===== config.mk =====
export PLATFORM = sky130hd
export DESIGN_NAME = multi_timer_flat
export DESIGN_NICKNAME = d
export VERILOG_FILES = /design/src/rtl/multi_timer_if.sv /design/src/rtl/multi_timer.sv /design/src/flat_wrapper.sv
export SDC_FILE = /design/constraint.sdc
export NUM_CORES = 1
export LEC_CHECK = 0
export CORE_MARGIN = 2
export CORE_UTILIZATION = 35
export CTS_BUF_LIST = sky130_fd_sc_hd__clkbuf_8
export CTS_CLUSTER_DIAMETER = 50
export DETAILED_ROUTE_END_ITERATION = 7
export DONT_BUFFER_PORTS = 1
export SYNTH_ARGS = -nofsm -noshare
export SYNTH_HDL_FRONTEND = slang
export SYNTH_SLANG_ARGS = --single-unit

===== constraint.sdc =====
create_clock -name clock -period 3 [get_ports clock]
set_clock_uncertainty 0.1 [all_clocks]
set_input_delay 0.6 -clock clock [delete_from_list [all_inputs] [get_ports clock]]
set_output_delay 0.6 -clock clock [all_outputs]
set_load 0.01 [all_outputs]

===== src/rtl/multi_timer_if.sv =====
// multi_timer_if: configuration write bus shared by all timer channels
interface multi_timer_if #(
   parameter int WIDTH = 6,
   parameter int CHANNELS = 4
);
   localparam int CW = CHANNELS > 1 ? $clog2(CHANNELS) : 1;
   logic          we;
   logic [CW-1:0] ch;
   logic [1:0]    mode;
   logic [WIDTH-1:0] val;
   logic          load;
   modport master (output we, ch, mode, val, load);
   modport slave (input we, ch, mode, val, load);
endinterface


===== src/rtl/multi_timer.sv =====
// multi_timer: independent up/down timer channels with saturate, wrap, auto-reload and one-shot modes
module multi_timer #(
   parameter int WIDTH = 6,
   parameter int STEP_W = 3,
   parameter int CHANNELS = 4
) (
   input  logic                      clock,
   input  logic                      reset,
   multi_timer_if.slave              cfg,
   input  logic [CHANNELS-1:0]       gate,
   input  logic [CHANNELS-1:0]       way,
   input  logic [STEP_W*CHANNELS-1:0] step,
   input  logic [CHANNELS-1:0]       irq_clr,
   output logic [WIDTH*CHANNELS-1:0] count,
   output logic [CHANNELS-1:0]       tc,
   output logic                      irq
);
   localparam int CW = CHANNELS > 1 ? $clog2(CHANNELS) : 1;
   localparam logic [WIDTH:0] MAX = {1'b0, {WIDTH{1'b1}}};
   logic [CHANNELS-1:0] sticky;
   genvar i;
   for (i = 0; i < CHANNELS; i++) begin : g_ch
      logic [WIDTH-1:0] cnt, rld, clamp, nxt;
      logic [WIDTH:0]   s, sum, diff;
      logic [1:0]       md;
      logic             done, sel, active, term, ev, tc_r, stk;
      assign sel = cfg.we && cfg.ch == CW'(i);
      // diff[WIDTH] doubles as the borrow flag of the down step
      always_comb begin
         s = (WIDTH+1)'(step[i*STEP_W +: STEP_W]);
         sum = {1'b0, cnt} + s;
         diff = {1'b0, cnt} - s;
         term = way[i] ? (sum >= MAX && cnt != MAX[WIDTH-1:0])
                       : ((diff[WIDTH] || diff == '0) && cnt != '0);
         clamp = way[i] ? (sum >= MAX ? MAX[WIDTH-1:0] : sum[WIDTH-1:0])
                        : (diff[WIDTH] ? '0 : diff[WIDTH-1:0]);
         ev = md == 2'b01 ? (way[i] ? sum[WIDTH] : diff[WIDTH]) : term;
         nxt = md == 2'b01 ? (way[i] ? sum[WIDTH-1:0] : diff[WIDTH-1:0])
                           : (md == 2'b10 && term ? rld : clamp);
         active = gate[i] && !done && !sel;
      end
      always_ff @(posedge clock or negedge reset) begin
         if (!reset) begin
            cnt <= '0;
            rld <= '0;
            md <= 2'b00;
            done <= 1'b0;
            tc_r <= 1'b0;
            stk <= 1'b0;
         end else begin
            tc_r <= active && ev;
            stk <= (active && ev) || (stk && !irq_clr[i]);
            if (sel) begin
               md <= cfg.mode;
               rld <= cfg.val;
               done <= 1'b0;
               if (cfg.load) cnt <= cfg.val;
            end else if (active) begin
               cnt <= nxt;
               if (md == 2'b11 && term) done <= 1'b1;
            end
         end
      end
      assign count[i*WIDTH +: WIDTH] = cnt;
      assign tc[i] = tc_r;
      assign sticky[i] = stk;
   end
   always_ff @(posedge clock or negedge reset) begin
      if (!reset) irq <= 1'b0;
      else irq <= |sticky;
   end
endmodule

===== src/flat_wrapper.sv =====
// flat-port wrapper written by rule: the top's interface ports become plain ports
module multi_timer_flat 
#(
   parameter int WIDTH = 6,
   parameter int STEP_W = 3,
   parameter int CHANNELS = 4
)
  (clock, reset, gate, way, step, irq_clr, count, tc, irq, cfg_we, cfg_ch, cfg_mode, cfg_val, cfg_load);
  multi_timer_if #(.WIDTH(WIDTH), .CHANNELS(CHANNELS)) cfg_i ();
  input  logic clock;
  input  logic reset;
  input  logic [CHANNELS-1:0] gate;
  input  logic [CHANNELS-1:0] way;
  input  logic [STEP_W*CHANNELS-1:0] step;
  input  logic [CHANNELS-1:0] irq_clr;
  output logic [WIDTH*CHANNELS-1:0] count;
  output logic [CHANNELS-1:0] tc;
  output logic irq;
  input wire logic [$bits(cfg_i.we)-1:0] cfg_we;
  input wire logic [$bits(cfg_i.ch)-1:0] cfg_ch;
  input wire logic [$bits(cfg_i.mode)-1:0] cfg_mode;
  input wire logic [$bits(cfg_i.val)-1:0] cfg_val;
  input wire logic [$bits(cfg_i.load)-1:0] cfg_load;
  assign cfg_i.we = cfg_we;
  assign cfg_i.ch = cfg_ch;
  assign cfg_i.mode = cfg_mode;
  assign cfg_i.val = cfg_val;
  assign cfg_i.load = cfg_load;
  multi_timer #(.WIDTH(WIDTH), .STEP_W(STEP_W), .CHANNELS(CHANNELS)) u_core (.clock(clock), .reset(reset), .cfg(cfg_i), .gate(gate), .way(way), .step(step), .irq_clr(irq_clr), .count(count), .tc(tc), .irq(irq));
endmodule

==> flow_summary.toml <==
[global_route]
grt_overflow = 0
grt_util_all_layers_pct = 19.8
grt_pass1_wl_um = 28600
antenna_found_initial = 0
grt_pass1_vias = 5455
grt_start_max_net_pins = 70

[sta]
slew_headroom_pct = 42.2
finalCritPeriodShare_pct = 99.5
timing.final.max_slew_violations = 0
setup_viol_count_final = 0
tns_ns = 0
grt_setup_unrepaired = "yes"
hold_violations = 0
fin_crit_ns = 2.98
fmax_mhz = 335
worstMarginPinSlew_ns = 0.868

[logic_synthesis]
ys_async_sr_fraction_pct = 100
muxShareOfSynthArea_pct = 5.00
syn-cell-area_um2 = 5910
synth_nets = 808
synthCells = 738
synth_warnings = 0
synth_fa_ha_area_share_pct = 7.79
yosysUniqueCellTypes = 74
ys_seq_area_share_pct = 29.2
synth_compound_area_share_pct = 24.1
syn_area_per_cell_um2 = 8.00
ys.flop_type = "dfrtp_1"
synth-simple-area-share_pct = 24.5
synth_edf_count = 0
synth.ff_latch_count = 69
synth_xor_area_share_pct = 4.00
synth_top_family_by_area = "simple AND/OR/NAND/NOR gates"

[floorplan]
die_h_um = 134
io-pin-count = 67
start_util_pct = 35.7
die_area_um2 = 17900
row_count = 47
core_area_um2 = 16500
die_x_um = 134

[placed_design]
dpl.hpwl_um = 13200
io_buffers = 0
placed_area_um2 = 6610
routabilityCongestion = 0.841

[worst_setup_path]
crit_slowest_cell = "fa_2"
crit_top_cell = "buf_4"
start_kind = "register"
crit_chain = "ha_4, fa_2, o21ai_1, or4b_4, o41a_1, nor4_4, buf_4, buf_4, mux2i_1, a21oi_1"
path_class = "reg2reg"
cp_max_fo = 3
crit_required_ns = 3.13
arrival_ns = 3.12
cp-end-kind = "register"
critPathMaxStageDelay_ns = 0.53

[cts]
cts-root-buf = "clkbuf_8"
cts_tree = "built"
htree_num_levels = 3
clkSinkCount = 69
clk_pin_slew_ns = 0.08
insertion_delay_ns = 0.36
numCtsBuffers = 9
cts_buffer_depth = 2

[layout]
area_growth_pct = 18.1
fin_nets = 860
regArea_um2 = 1730
drive_above_1_share_pct = 20.1
multi_input_area_um2 = 3990
final_core_util_pct = 42.2
stdcell_area_um2 = 6980
fillers = 1683
n_antenna_cell = 0

[pwr]
power_frac_seq_pct = 25.6
power.share.switching_pct = 45.5
p_leak_uw = 0.00307
clock_power_share_pct = 11.9
p_sw_uw = 2920
p_per_area_nw_per_um2 = 920
vdd_drop_max_mv = 0.373
p_int_uw = 3500
fin_total_pwr_uw = 6420
comb_power_share_pct = 62.5

[job]
cap_violations = 0

[drt]
ant_nets = 0
drt_iter0_markers = 607
wire_per_inst_um = 17.3
finalWirelength_um = 17500
vias = 5639
drc_errors = 0
viasPerCell = 5.56
dr.pass1.iters = 6

[run_status]
outcome = "completed"

[worst_hold_path]
hold_path_class = "in2async"
## cell usage in the layout, fill, tap and decap left out, types with 5 or more instances in the layout
cell type | synthesis | final
o22ai_1 | 6 | 6
a21o_1 | 7 | 7
a31oi_1 | 9 | 8
or2_2 | 5 | 5
dfrtp_1 | 69 | 68
xnor2_1 | 16 | 14
or4_1 | 5 | 5
nor3_1 | 15 | 14
nand4_1 | 5 | 5
nor2b_1 | 15 | 14
mux2_2 | 12 | 12
fa_1 | 8 | 5
nand2b_1 | 11 | 11
a21oi_1 | 45 | 43
o21ai_0 | 56 | 51
and3_1 | 8 | 8
or3_1 | 8 | 8
inv_1 | 33 | 34
and2_1 | 5 | 5
buf_4 | 4 | 83
o31ai_1 | 12 | 12
o21a_1 | 6 | 6
o21ai_1 | 2 | 7
ha_1 | 24 | 21
nor3b_1 | 9 | 5
nand3b_1 | 6 | 6
nor4_1 | 6 | 6
nor2_1 | 51 | 51
xor2_1 | 11 | 11
nand3_1 | 17 | 17
clkbuf_8 | 0 | 9
nand2_1 | 115 | 115
mux2i_1 | 16 | 16
## synthesized netlist by cell type (all sizes together) (5+ instances only)
cell    number  share of area (%)
nand3       17                1.4
and2         5               0.53
a211oi       8                1.1
inv         33                2.1
a21o         8                1.0
a31oi        9               0.95
nor3b        9                1.1
xnor2       16                2.4
ha          24                5.1
or3          8               0.85
buf          9                1.0
fa           8                2.7
nand4        5               0.53
nor2b       15                1.6
and3         8               0.85
clkbuf      35                2.2
mux2        12                2.3
nor3        16                1.4
o31ai       12                1.5
o21ai       58                4.9
nor2        51                3.2
mux2i       16                2.7
nand3b       6               0.76
a21oi       45                3.8
nand2b      11                1.2
a221oi       5               0.74
or4          5               0.64
nor4         7                1.0
xor2        11                1.6
dfrtp       69                 29
nand2      115                7.3
or2          5               0.53
o22ai        6               0.64
o21a         6               0.76
## worst max-delay path: cells and delay by family, from the launching register on
family | cells | cell delay [ns]
AOI/OAI and AO/OA | 3 | 0.52
DFF | 1 | 0.43
buffers and inverters | 2 | 0.27
and+or+nand+nor | 2 | 0.65
adders and majority gates | 2 | 0.71
muxes | 1 | 0.18
## repair_timing
item / 4_1_cts / 5_1_grt
endpoints found under the setup margin: 0 / 27
buffers inserted: 0 / 5
resized for setup: 0 / 33
endpoints found under the hold margin: 69 / 0
hold buffers: 1 / 0
## through the flow
stage / cells / hold slack, ns / setup WS [ns]
floorplan: 738 / 0.204 / -0.120
global placement: 993 / 0.208 / -0.102
detailed placement: 993 / 0.208 / -0.121
CTS: 1010 / 0.0221 / 0.0336
global route: 1015 / 0.0198 / -0.100
finish: 1015 / 0.0113 / 0.0163
## registers in the layout, indices dropped and copies added, names as in the netlist
name              cells
u_core.g_ch.rld      24
u_core.g_ch.tc_r      4
u_core.irq            1
u_core.g_ch.cnt      24
u_core.g_ch.stk       4
u_core.g_ch.done      4
u_core.g_ch.md        8
## area by class of cell
type	count	area share, %
Multi-Input combinational cell	591	57.2
Sequential cell	69	24.8
Timing Repair Buffer	85	9.49
Tap cell	220	3.95
Inverter	34	1.85
Clock buffer	9	1.78
Clock inverter	7	0.987
## power by group through the flow
| stage | Combinational, uW | Clock (uW) | Sequential, uW |
|---|---|---|---|
| 5_1_grt | 4470 | 832 | 1700 |
| 4_1_cts | 3820 | 793 | 1640 |
| 3_5_place_dp | 3780 | 0 | 1660 |
| 2_1_floorplan | 2570 | 0 | 1540 |
| 3_3_place_gp | 3740 | 0 | 1670 |
| 6_report | 4010 | 766 | 1640 |
## per-layer routing
metal / vias to the layer above / GRT usage (%) / share of wire, %
met4: 0 / 3.66 / 0.70
met5: - / 0 / 0
met1: 2731 / 26.5 / 47
li1: 2763 / - / -
met2: 132 / 32.6 / 47
met3: 13 / 5.14 / 4.9
## path summary, 6_finish.rpt
path                                  startpoint                     to  slack (ns)  cells after the start
setup / recovery           u_core.g_ch[3].cnt[0]  u_core.g_ch[3].cnt[0]        0.02                     10
hold / removal                             reset  u_core.g_ch[0].cnt[2]        0.01                      1
setup reg to reg           u_core.g_ch[3].cnt[0]  u_core.g_ch[3].cnt[0]        0.02                     10
hold reg to reg               u_core.g_ch[0].stk             u_core.irq        0.38                      1
max in group asynchronous                  reset  u_core.g_ch[2].cnt[1]        2.47                      1
min in group clock                   cfg_mode[0]   u_core.g_ch[1].md[0]        0.25                      2
## logic make-up after synthesis
| group | Yosys count |
|---|---|
| and+or+nand+nor | 291 |
| AOI/OAI and AO/OA | 213 |
| buffers and inverters | 78 |
| DFF | 69 |
| adders and majority gates | 32 |
| muxes | 28 |
| xor gates and xnor gates | 27 |
(Power assumes the default switching activity.)
